### config.mk
export PLATFORM = sky130hd
export DESIGN_NAME = mips_bus_arbiter
export DESIGN_NICKNAME = d
export VERILOG_FILES = /design/src/rtl/mips_bus_arbiter.sv
export SDC_FILE = /design/constraint.sdc
export NUM_CORES = 1
export LEC_CHECK = 0
export CORE_ASPECT_RATIO = 1.75
export CORE_MARGIN = 2
export CORE_UTILIZATION = 35
export DETAILED_ROUTE_END_ITERATION = 16
export PLACE_DENSITY = 0.89
export SYNTH_ARGS = -nofsm -noshare
export SYNTH_HDL_FRONTEND = slang
export SYNTH_SLANG_ARGS = --single-unit
### constraint.sdc
create_clock -name clk -period 1.5 [get_ports clk]
set_input_delay 0.3 -clock clk [delete_from_list [all_inputs] [get_ports clk]]
set_output_delay 0.3 -clock clk [all_outputs]
set_load 0.05 [all_outputs]
### src/rtl/mips_bus_arbiter.sv
// Two-master, one-slave arbiter for the CPU's Avalon-style memory bus.
// Master 0 is instruction fetch, master 1 is load/store. One transaction is
// in flight at a time; the winner's request is latched and held on the
// slave port until accepted, and completion is signalled by a single
// low cycle on the winner's waitrequest.
// Optional build macro: ARB_ROUND_ROBIN_EN (round-robin arbitration instead
// of fixed m1 priority).
//
// state    | meaning
// ---------+-------------------------------------------------------------
// ST_IDLE  | no transaction; arbitrate and latch a new request
// ST_ISSUE | strobe on slave port, waiting for s_waitrequest low
// ST_RDATA | read accepted; capture s_readdata at the next edge
// ST_DONE  | owner's waitrequest low for one cycle, then back to idle

module mips_bus_arbiter #(
    parameter int AW = 32,
    parameter int DW = 32
) (
    input  logic              clk,
    input  logic              reset,
    input  logic [AW-1:0]     m0_address,
    input  logic              m0_read,
    input  logic              m0_write,
    input  logic [DW-1:0]     m0_writedata,
    input  logic [DW/8-1:0]   m0_byteenable,
    output logic              m0_waitrequest,
    output logic [DW-1:0]     m0_readdata,
    input  logic [AW-1:0]     m1_address,
    input  logic              m1_read,
    input  logic              m1_write,
    input  logic [DW-1:0]     m1_writedata,
    input  logic [DW/8-1:0]   m1_byteenable,
    output logic              m1_waitrequest,
    output logic [DW-1:0]     m1_readdata,
    output logic [AW-1:0]     s_address,
    output logic              s_read,
    output logic              s_write,
    output logic [DW-1:0]     s_writedata,
    output logic [DW/8-1:0]   s_byteenable,
    input  logic              s_waitrequest,
    input  logic [DW-1:0]     s_readdata,
    output logic              owner
);

    typedef enum logic [1:0] {
        ST_IDLE  = 2'd0,
        ST_ISSUE = 2'd1,
        ST_RDATA = 2'd2,
        ST_DONE  = 2'd3
    } state_t;

    state_t            state_q, state_d;
    logic [AW-1:0]     s_address_q, s_address_d;
    logic [DW-1:0]     s_writedata_q, s_writedata_d;
    logic [DW/8-1:0]   s_byteenable_q, s_byteenable_d;
    logic              s_read_q, s_read_d;
    logic              s_write_q, s_write_d;
    logic              owner_q, owner_d;
    logic [DW-1:0]     rdata_q, rdata_d;

    logic              req0, req1;
    logic              grant;

    assign req0 = m0_read | m0_write;
    assign req1 = m1_read | m1_write;

`ifdef ARB_ROUND_ROBIN_EN
    // rr_q names the master preferred on a tie (the one not served last)
    logic              rr_q, rr_d;

    // Pointer moves to the other master as a transaction enters DONE
    always_comb begin
        rr_d = rr_q;
        if ((state_q == ST_ISSUE && !s_waitrequest && s_write_q) ||
            state_q == ST_RDATA) begin
            rr_d = ~owner_q;
        end
    end

    // Pointer register
    always_ff @(posedge clk) begin
        if (reset) begin
            rr_q <= 1'b0;
        end else begin
            rr_q <= rr_d;
        end
    end

    // Tie goes to the pointer; a lone requester always wins
    always_comb begin
        grant = (req0 && req1) ? rr_q : req1;
    end
`else
    // Fixed priority: m1 wins whenever it requests
    always_comb begin
        grant = req1;
    end
`endif

    // Next-state and datapath latch logic
    always_comb begin
        state_d        = state_q;
        s_address_d    = s_address_q;
        s_writedata_d  = s_writedata_q;
        s_byteenable_d = s_byteenable_q;
        s_read_d       = s_read_q;
        s_write_d      = s_write_q;
        owner_d        = owner_q;
        rdata_d        = rdata_q;
        case (state_q)
            ST_IDLE: begin
                if (req0 || req1) begin
                    state_d = ST_ISSUE;
                    owner_d = grant;
                    if (grant) begin
                        s_address_d    = m1_address;
                        s_writedata_d  = m1_writedata;
                        s_byteenable_d = m1_byteenable;
                        s_write_d      = m1_write;
                        s_read_d       = m1_read & ~m1_write;
                    end else begin
                        s_address_d    = m0_address;
                        s_writedata_d  = m0_writedata;
                        s_byteenable_d = m0_byteenable;
                        s_write_d      = m0_write;
                        s_read_d       = m0_read & ~m0_write;
                    end
                end
            end
            ST_ISSUE: begin
                if (!s_waitrequest) begin
                    s_read_d  = 1'b0;
                    s_write_d = 1'b0;
                    state_d   = s_write_q ? ST_DONE : ST_RDATA;
                end
            end
            ST_RDATA: begin
                rdata_d = s_readdata;
                state_d = ST_DONE;
            end
            ST_DONE: begin
                state_d = ST_IDLE;
            end
            default: begin
                state_d = ST_IDLE;
            end
        endcase
    end

    // State and datapath registers with synchronous reset
    always_ff @(posedge clk) begin
        if (reset) begin
            state_q        <= ST_IDLE;
            s_address_q    <= '0;
            s_writedata_q  <= '0;
            s_byteenable_q <= '0;
            s_read_q       <= 1'b0;
            s_write_q      <= 1'b0;
            owner_q        <= 1'b0;
            rdata_q        <= '0;
        end else begin
            state_q        <= state_d;
            s_address_q    <= s_address_d;
            s_writedata_q  <= s_writedata_d;
            s_byteenable_q <= s_byteenable_d;
            s_read_q       <= s_read_d;
            s_write_q      <= s_write_d;
            owner_q        <= owner_d;
            rdata_q        <= rdata_d;
        end
    end

    assign s_address      = s_address_q;
    assign s_writedata    = s_writedata_q;
    assign s_byteenable   = s_byteenable_q;
    assign s_read         = s_read_q;
    assign s_write        = s_write_q;
    assign owner          = owner_q;
    assign m0_waitrequest = !(state_q == ST_DONE && owner_q == 1'b0);
    assign m1_waitrequest = !(state_q == ST_DONE && owner_q == 1'b1);
    assign m0_readdata    = (owner_q == 1'b0) ? rdata_q : '0;
    assign m1_readdata    = (owner_q == 1'b1) ? rdata_q : '0;

endmodule

* Yosys cells after proc, flatten, opt, wreduce, memory -nomap -nowiden
Index checks and enable logic that the tools add are counted.
** Cells by class
- Bitwise gates (word level) :: 7
- Equality and inequality tests :: 5
- Muxes and demuxes :: 16
- Reduce and logical (&&, ||, !) cells :: 10
** Operators with widths (count)
- 2-to-1 mux 32 bit :: 4
- case mux 2 bit (4 select lines) :: 1
- 2-to-1 mux 1 bit :: 6
- == test 2 bit (second input constant) :: 2
- 2-to-1 mux 2 bit :: 2
- 2-to-1 mux 4 bit :: 1
- inequality test 2 bit (second input constant) :: 2
- case mux 1 bit (2 select lines) :: 2
- AND reduction 2 bit :: 2
- inverter 1 bit :: 3
- AND reduction 3 bit :: 1
- bitwise AND 1 bit :: 2
- == test 2 x 1 -> 1 bit (second input constant) :: 1
- logical AND 1 bit :: 2
- zero test 1 bit :: 2
- zero test 2 bit :: 1
- OR 1 bit :: 2
- nonzero test 2 bit :: 1
- logical OR 1 bit :: 1
** Word-level totals
- Output and inout bits :: 137
- Logic and storage cells :: 46
- Register bits after elaboration :: 105
- Input bits :: 175

* Logic depth before layout (Yosys ltp)
Gate-level depths: netlist (run 1).
- Depth in word-level cells :: 5
- Mapped depth :: 7
- Gate-level depth less buffers :: 5

* Least setup slack after synthesis (run 1)
No wires, ideal clock.
- Path type :: reg-to-output
- Start :: register owner_q (netlist: owner)
- End :: output m1_readdata[22]
- Data arrival time :: 1.649 ns
- Data required time :: 1.200 ns
- Stages on the path, launching flop included :: 4
- Setup slack :: -0.449 ns
- Path buffers :: 2
- Cells stage by stage :: dfxtp_1 clkbuf_1 clkbuf_1 and2_1
** On the way
- Word-level cells in the longest chain between the ends :: 1
** Ends and longest elaborated chain
- from (decl) :: RTL line 59 : logic owner_q, owner_d;
- from (signal assigned) :: RTL line 169 : owner_q <= owner_d;
- 2-to-1 mux 32 bit :: RTL line 183 : assign m1_readdata = (owner_q == 1'b1) ? rdata_q : '0;
- to (decl) :: RTL line 35 : output logic [DW-1:0] m1_readdata,
Every way passes these cells.

* Final worst setup path (run 1)
- Start :: register owner_q (netlist: owner)
- End :: output m1_readdata[31]
The elaborated chain is that of the path after synthesis.

==> key figures, run 1 <==
Outcome
  • Outcome: finished with violations
  • Failing checks: negative setup slack

Setup path
  • Capture instance of the worst register-to-register path: s_address[22]
  • Cell-by-cell trace of the critical path: buf_4, and2_1, buf_12
  • Reg2reg setup slack: 20 ps
  • Data arrival time of the critical path: 1290 ps
  • Kind of start point of the critical path: flip-flop
  • Slowest cell on the critical path: dfxtp_4
  • Critical Setup Path Class: reg -> out
  • Peak fanout along the critical path: 7
  • Largest stage delay on the critical path: 440 ps
  • Worst reg2reg startpoint: state_q[1]
  • Worst reg-to-reg path cell count: 7
  • Element type at the critical path end: output port
  • Required time at the endpoint of the critical path: 1200 ps

STA
  • Endpoints failing hold: 0
  • Unrepaired setup endpoints after global routing: yes
  • Setup TNS: -2620 ps
  • Highest clock rate: 0.6280 GHz
  • Min Clock Period, post-route: 1592 ps
  • Worst clock skew: 8.435 ps
  • Tightest Pin Transition: 442.9 ps
  • Post-route fraction of the period consumed by the critical path: 106.2%
  • Number of endpoints failing setup at the final stage: 59
  • Slew margin rel.: 70.47%
  • Fin worst setup slack: -92.34 ps
  • Slew Viols, Final: 0

CTS
  • Hold buffer count at cts: 0
  • Number of clock buffers inserted by TritonCTS: 9
  • Worst skew pair latency: 340 ps
  • Sink count of the clock tree: 105
  • H-tree level count: 3
  • Clk pin slew, worst setup/hold paths: 70 ps
  • Root Driver: clkbuf_16
  • Clock Tree Buf Depth: 2
  • CTS tree: done

Drt
  • Post-DRT Antenna Nets: 0
  • TritonRoute pass-1 iters: 4
  • WL/cell: 19.19 µm
  • DRC errors left: 0
  • Initial detailed-routing violation count: 181
  • Via density per instance: 5.317
  • Wirelength, routed: 21,130 µm
  • Vias post-DR: 5,854

GRT
  • Antenna violations before repair: 2
  • Overflow left after global routing: 0
  • First-pass GRT wire length: 31,180 µm
  • Largest net degree at the start of global routing: 55
  • GR Util All Layers: 23.69%
  • Vias in the first global route: 5,968

Placed design
  • Placed inst area: 9767 µm²
  • HPWL after detailed placement: 14,020 µm
  • Worst setup slack before clock tree synthesis: -423.8 ps
  • Total instance count after detailed placement: 1,068
  • Number of buffer cells added on primary ports: 311
  • Final Wtd Congestion: 0.8179

Cells and area
  • Final-stage net count: 1,089
  • Fin area: 10,710 µm²
  • Synthesis-to-layout area growth: 99.09%
  • Ratio of cells with drive above 1 in the final layout: 37.64%
  • Non-filler cells, final: 1,101

Yosys
  • Cell type with the largest total area after synthesis: dfxtp_1
  • Top area cells in the synthesized netlist: dfxtp_1 39%, a311oi_2 19%, nor2_1 7.1%
  • Library cell with the highest instance count after synthesis: dfxtp_1
  • Average footprint of a synthesized cell: 8.922 µm²
  • Share of the synthesized area in the top cell type: 39.07%
  • Number of distinct library cells after synthesis: 25
  • Number of flops mapped to enable cells by yosys: 0
  • Yosys warnings: 0
  • Number of instances in the synthesized netlist: 603
  • Share of async-settable or async-resettable flops after synthesis: 0%
  • Sequential element share of the synthesized area: 39.07%
  • Ys flop type: dfxtp_1
  • Post-Syn Nets: 783
  • Synthesized flop and latch total: 105
  • Commonest cells in the synthesized netlist: 105 x dfxtp_1, 102 x nor2_1, 71 x o21ai_0, 69 x nand2_1, 68 x a311oi_2
  • Post-synthesis instance area: 5380 µm²

Worst hold path
  • Worst hold endpoint: owner
  • Type of the tightest min-delay check: in -> reg
  • Worst min-delay path startpoint: reset
  • Count of cells along the worst hold path: 2

Power
  • Worst VDD drop: 0.001170 V
  • Power per unit of standard cell area: 1959 nW/µm²
  • Cell leakage power: 4.087 nW

Flow run
  • Max-cap violations: 0

Die
  • Die X: 97.72 µm
  • IO Count: 312
  • Height of the die: 168.0 µm
  • Num rows: 60
  • Core Footprint: 15,240 µm²
  • Effective utilization at floorplan: 35.30%
  • Overall die area: 16,420 µm²
==> layout by cell type, fill, tap and decap left out, drive strengths merged, types with 14 or more instances in the layout <==
cell and instances:
nor2 103, mux2i 35, o21ai 71, and2 33, clkdlybuf4s50 169, buf 180, a311oi 68, clkbuf 14
nor2b 34, nand2 69, dfxtp 105
==> stage by stage <==
| step | util, % | total power (W) | hold WS [ps] |
|---|---|---|---|
| floorplan | - | 0.01145 | 447.2 |
| detailed placement | 64.09 | 0.01651 | 497.2 |
| global placement | 64.09 | 0.01618 | 482.0 |
| global route | 70.27 | 0.02181 | 244.9 |
| finish | 70.29 | 0.02098 | 242.3 |
| CTS | 68.54 | 0.01999 | 228.8 |
==> critical path: cells and delay by family, from the launching register on <==
family	cells	cell delay [ps]
buffers and inverters	2	330
and+or+nand+nor	1	180
DFF	1	440
==> flip-flops by register name, indices dropped and copies added, names as in the netlist <==
name and cells:
s_write 1, s_writedata 32, owner 1, s_read 1, rdata_q 32, s_byteenable 4, s_address 32, state_q 2
==> cell families after synthesis <==
kind of cell / Yosys count / share of synthesized area [%]
AOI/OAI and AO/OA: 147 / 26.65
adders and majority gates: 5 / 1.163
buffers and inverters: 63 / 5.744
DFF: 105 / 39.07
muxes: 35 / 6.512
and+or+nand+nor: 248 / 20.86
==> where the power goes <==
part / internal (W) / switching, W
sequential: 0.00373 / 0.000964
combinational: 0.00669 / 0.00712
clock: 0.00136 / 0.00113
total: 0.0118 / 0.00921
==> what timing repair did <==
| item | 4_1_cts | 5_1_grt |
|---|---|---|
| pin swaps | 2 | 7 |
| cloned | 4 | 7 |
| setup endpoints to repair | 126 | 130 |
| setup buffers | 2 | 3 |
| gates resized for setup | 72 | 23 |
| endpoints found under the hold margin | 0 | 0 |
==> layout make-up <==
type	instances	area, µm²
antenna	1	2.502
fill	1026	4528
timing repair buffer	356	4852
clock inverter	6	72.57
tap	186	232.7
sequential	105	2108
clock buffer	10	239.0
multi-input combinational	435	3197
inverter	2	7.507
==> how the worst max path moves through the flow <==
| stage | startpoint | end | slack [ps] | depth (start not counted) |
|---|---|---|---|---|
| final | owner | m1_readdata[31] | -90 | 3 |
| after CTS | owner | m1_readdata[31] | -80 | 3 |
| after floorplan | owner | m0_readdata[10] | -120 | 2 |
| after global placement | m0_read | s_address[10] | -380 | 5 |
| after detailed placement | m0_read | s_address[8] | -420 | 5 |
| after global routing | owner | m1_readdata[31] | -130 | 3 |
==> layer usage <==
metal  global-route usage (%)  up-vias  share of wire [%]
li1                         -     2707                  -
met1                    24.86     2798                 34
met2                    44.53      277                 56
met3                    4.525       70                5.2
met4                    11.53        2                5.0
met5                        0        -              0.062
(Power assumes the default switching activity.)
==> run 2, diff against run 1 <==
Settings changed: RECOVER_POWER from default to 25.
==> key figures, run 2 (synthesis results as in run 1) <==
Outcome
  • Outcome: finished with violations
  • Failing checks: negative setup slack

Drt
  • Highest metal used: met5
  • Wirelength, routed: 21,150 µm
  • Via density per instance: 5.315
  • TritonRoute pass-1 iters: 4
  • Wire length the detailed router placed on met1: 7060 µm
  • Total length of routed met2 wires: 11,830 µm
  • Vias post-DR: 5,852
  • WL/cell: 19.21 µm
  • Post-DRT Antenna Nets: 0
  • DRC errors left: 0
  • Wire length on met3: 1222 µm
  • Initial detailed-routing violation count: 203

Placed design
  • Final Wtd Congestion: 0.8179
  • Total instance count after detailed placement: 1,068
  • Worst setup slack before clock tree synthesis: -423.8 ps
  • Number of buffer cells added on primary ports: 311
  • HPWL after detailed placement: 14,020 µm
  • Placed inst area: 9767 µm²

Cells and area
  • Non-filler cells, final: 1,101
  • Fin area: 10,190 µm²
  • Commonest non-fill, non-tap cell in the layout: clkdlybuf4s50_1
  • Final core area utilization: 66.84%
  • Final-stage net count: 1,089
  • Fillers: 1,090
  • Ratio of cells with drive above 1 in the final layout: 37.64%
  • Synthesis-to-layout area growth: 89.33%
  • Most used cells in the layout excluding fill and tap cells: 169 x clkdlybuf4s50_1, 102 x nor2_1, 102 x dfxtp_1

GRT
  • GR Util All Layers: 23.69%
  • Vias in the first global route: 5,968
  • Overflow left after global routing: 0
  • First-pass GRT wire length: 31,180 µm
  • Antenna violations before repair: 2
  • Largest net degree at the start of global routing: 55

Setup path
  • Kind of start point of the critical path: flip-flop
  • Data arrival time of the critical path: 1290 ps
  • Critical Setup Path Class: reg -> out
  • Slowest cell on the critical path: dfxtp_4
  • Worst reg-to-reg path cell count: 7
  • Capture instance of the worst register-to-register path: s_address[22]
  • Cell-by-cell trace of the critical path: buf_4, and2_1, buf_12
  • Required time at the endpoint of the critical path: 1200 ps
  • Largest stage delay on the critical path: 430 ps
  • Reg2reg setup slack: 20 ps
  • Worst reg2reg startpoint: state_q[1]
  • Peak fanout along the critical path: 7
  • Element type at the critical path end: output port

CTS
  • Clock Tree Buf Depth: 2
  • Number of clock buffers inserted by TritonCTS: 9
  • Root Driver: clkbuf_16
  • Worst skew pair latency: 340 ps
  • H-tree level count: 3
  • CTS tree: done
  • Sink count of the clock tree: 105
  • Clk pin slew, worst setup/hold paths: 70 ps

Die
  • Num rows: 60
  • Core Footprint: 15,240 µm²
  • Die X: 97.72 µm
  • Overall die area: 16,420 µm²
  • IO Count: 312
  • Height of the die: 168.0 µm
  • Effective utilization at floorplan: 35.30%

STA
  • Tightest Pin Transition: 450.3 ps
  • Number of endpoints failing setup at the final stage: 59
  • Highest clock rate: 0.6286 GHz
  • Fin worst setup slack: -90.76 ps
  • Slew margin rel.: 69.98%
  • Post-route fraction of the period consumed by the critical path: 106.1%
  • Slew Viols, Final: 0
  • Endpoints failing hold: 0
  • Worst clock skew: 8.834 ps
  • Min Clock Period, post-route: 1591 ps
  • Unrepaired setup endpoints after global routing: yes

Worst hold path
  • Worst min-delay path startpoint: reset
  • Count of cells along the worst hold path: 2
  • Worst hold endpoint: owner
  • Type of the tightest min-delay check: in -> reg

Flow run
  • Max-cap violations: 0

Power
  • Cell leakage power: 3.936 nW
  • Worst VDD drop: 0.001172 V
  • Power per unit of standard cell area: 1934 nW/µm²
## run 2: cell count changes in the layout (fill, tap and decap cells not counted)
| cell | previous run | this run |
|---|---|---|
| buf_12 | 114 | 79 |
| clkbuf_2 | 0 | 35 |
## run 2: how the worst max path moves through the flow
stage / startpoint / end / cells past startpoint
floorplan: owner / m0_readdata[10] / 2
global placement: m0_read / s_address[10] / 5
detailed placement: m0_read / s_address[8] / 5
CTS: owner / m1_readdata[31] / 3
global route: owner / m1_readdata[31] / 3
finish: owner / m1_readdata[31] / 3
## run 2: report_power, final
group          total, W  switching (W)  leakage [nW]  internal (W)
clock network   0.00249        0.00112         0.150       0.00136
registers       0.00449       0.000766         0.868       0.00372
logic            0.0127        0.00711          2.92       0.00562
## run 2: metrics by stage
stage / hold slack [ps] / setup TNS [ps] / total power (W)
after floorplan: 447.2 / -3555 / 0.01145
after global placement: 482.0 / -24250 / 0.01618
after detailed placement: 497.2 / -26520 / 0.01651
after CTS: 228.8 / -3027 / 0.01999
after global routing: 244.9 / -5608 / 0.02054
final: 242.4 / -2525 / 0.01970
## run 2: layer usage
| metal | track usage, % | vias up |
|---|---|---|
| li1 | - | 2709 |
| met1 | 24.86 | 2795 |
| met2 | 44.53 | 276 |
| met3 | 4.525 | 70 |
| met4 | 11.53 | 2 |
| met5 | 0 | - |
## run 2: timing repair
| item | in CTS | in global routing |
|---|---|---|
| resized for setup | 72 | 23 |
| pin swaps | 2 | 7 |
| setup endpoints to repair | 126 | 130 |
| hold buffers | 0 | 0 |
| buffers inserted | 2 | 3 |
| gates cloned | 4 | 7 |
## run 2: layout make-up
cell class	count	area [µm²]	share of cell area, %
Sequential cell	105	2108	20.70
Timing Repair Buffer	356	4327	42.48
Antenna cell	1	2.502	0.02457
Clock inverter	6	72.57	0.7124
Clock buffer	10	239.0	2.346
Tap cell	186	232.7	2.285
Multi-Input combinational cell	435	3197	31.38
Inverter	2	7.507	0.07370
## run 2: worst max-delay path: cells and delay by family, from the launching register on
kind | cells | cell delay, ps
flops | 1 | 430
buf+inv | 2 | 330
simple gates | 1 | 180
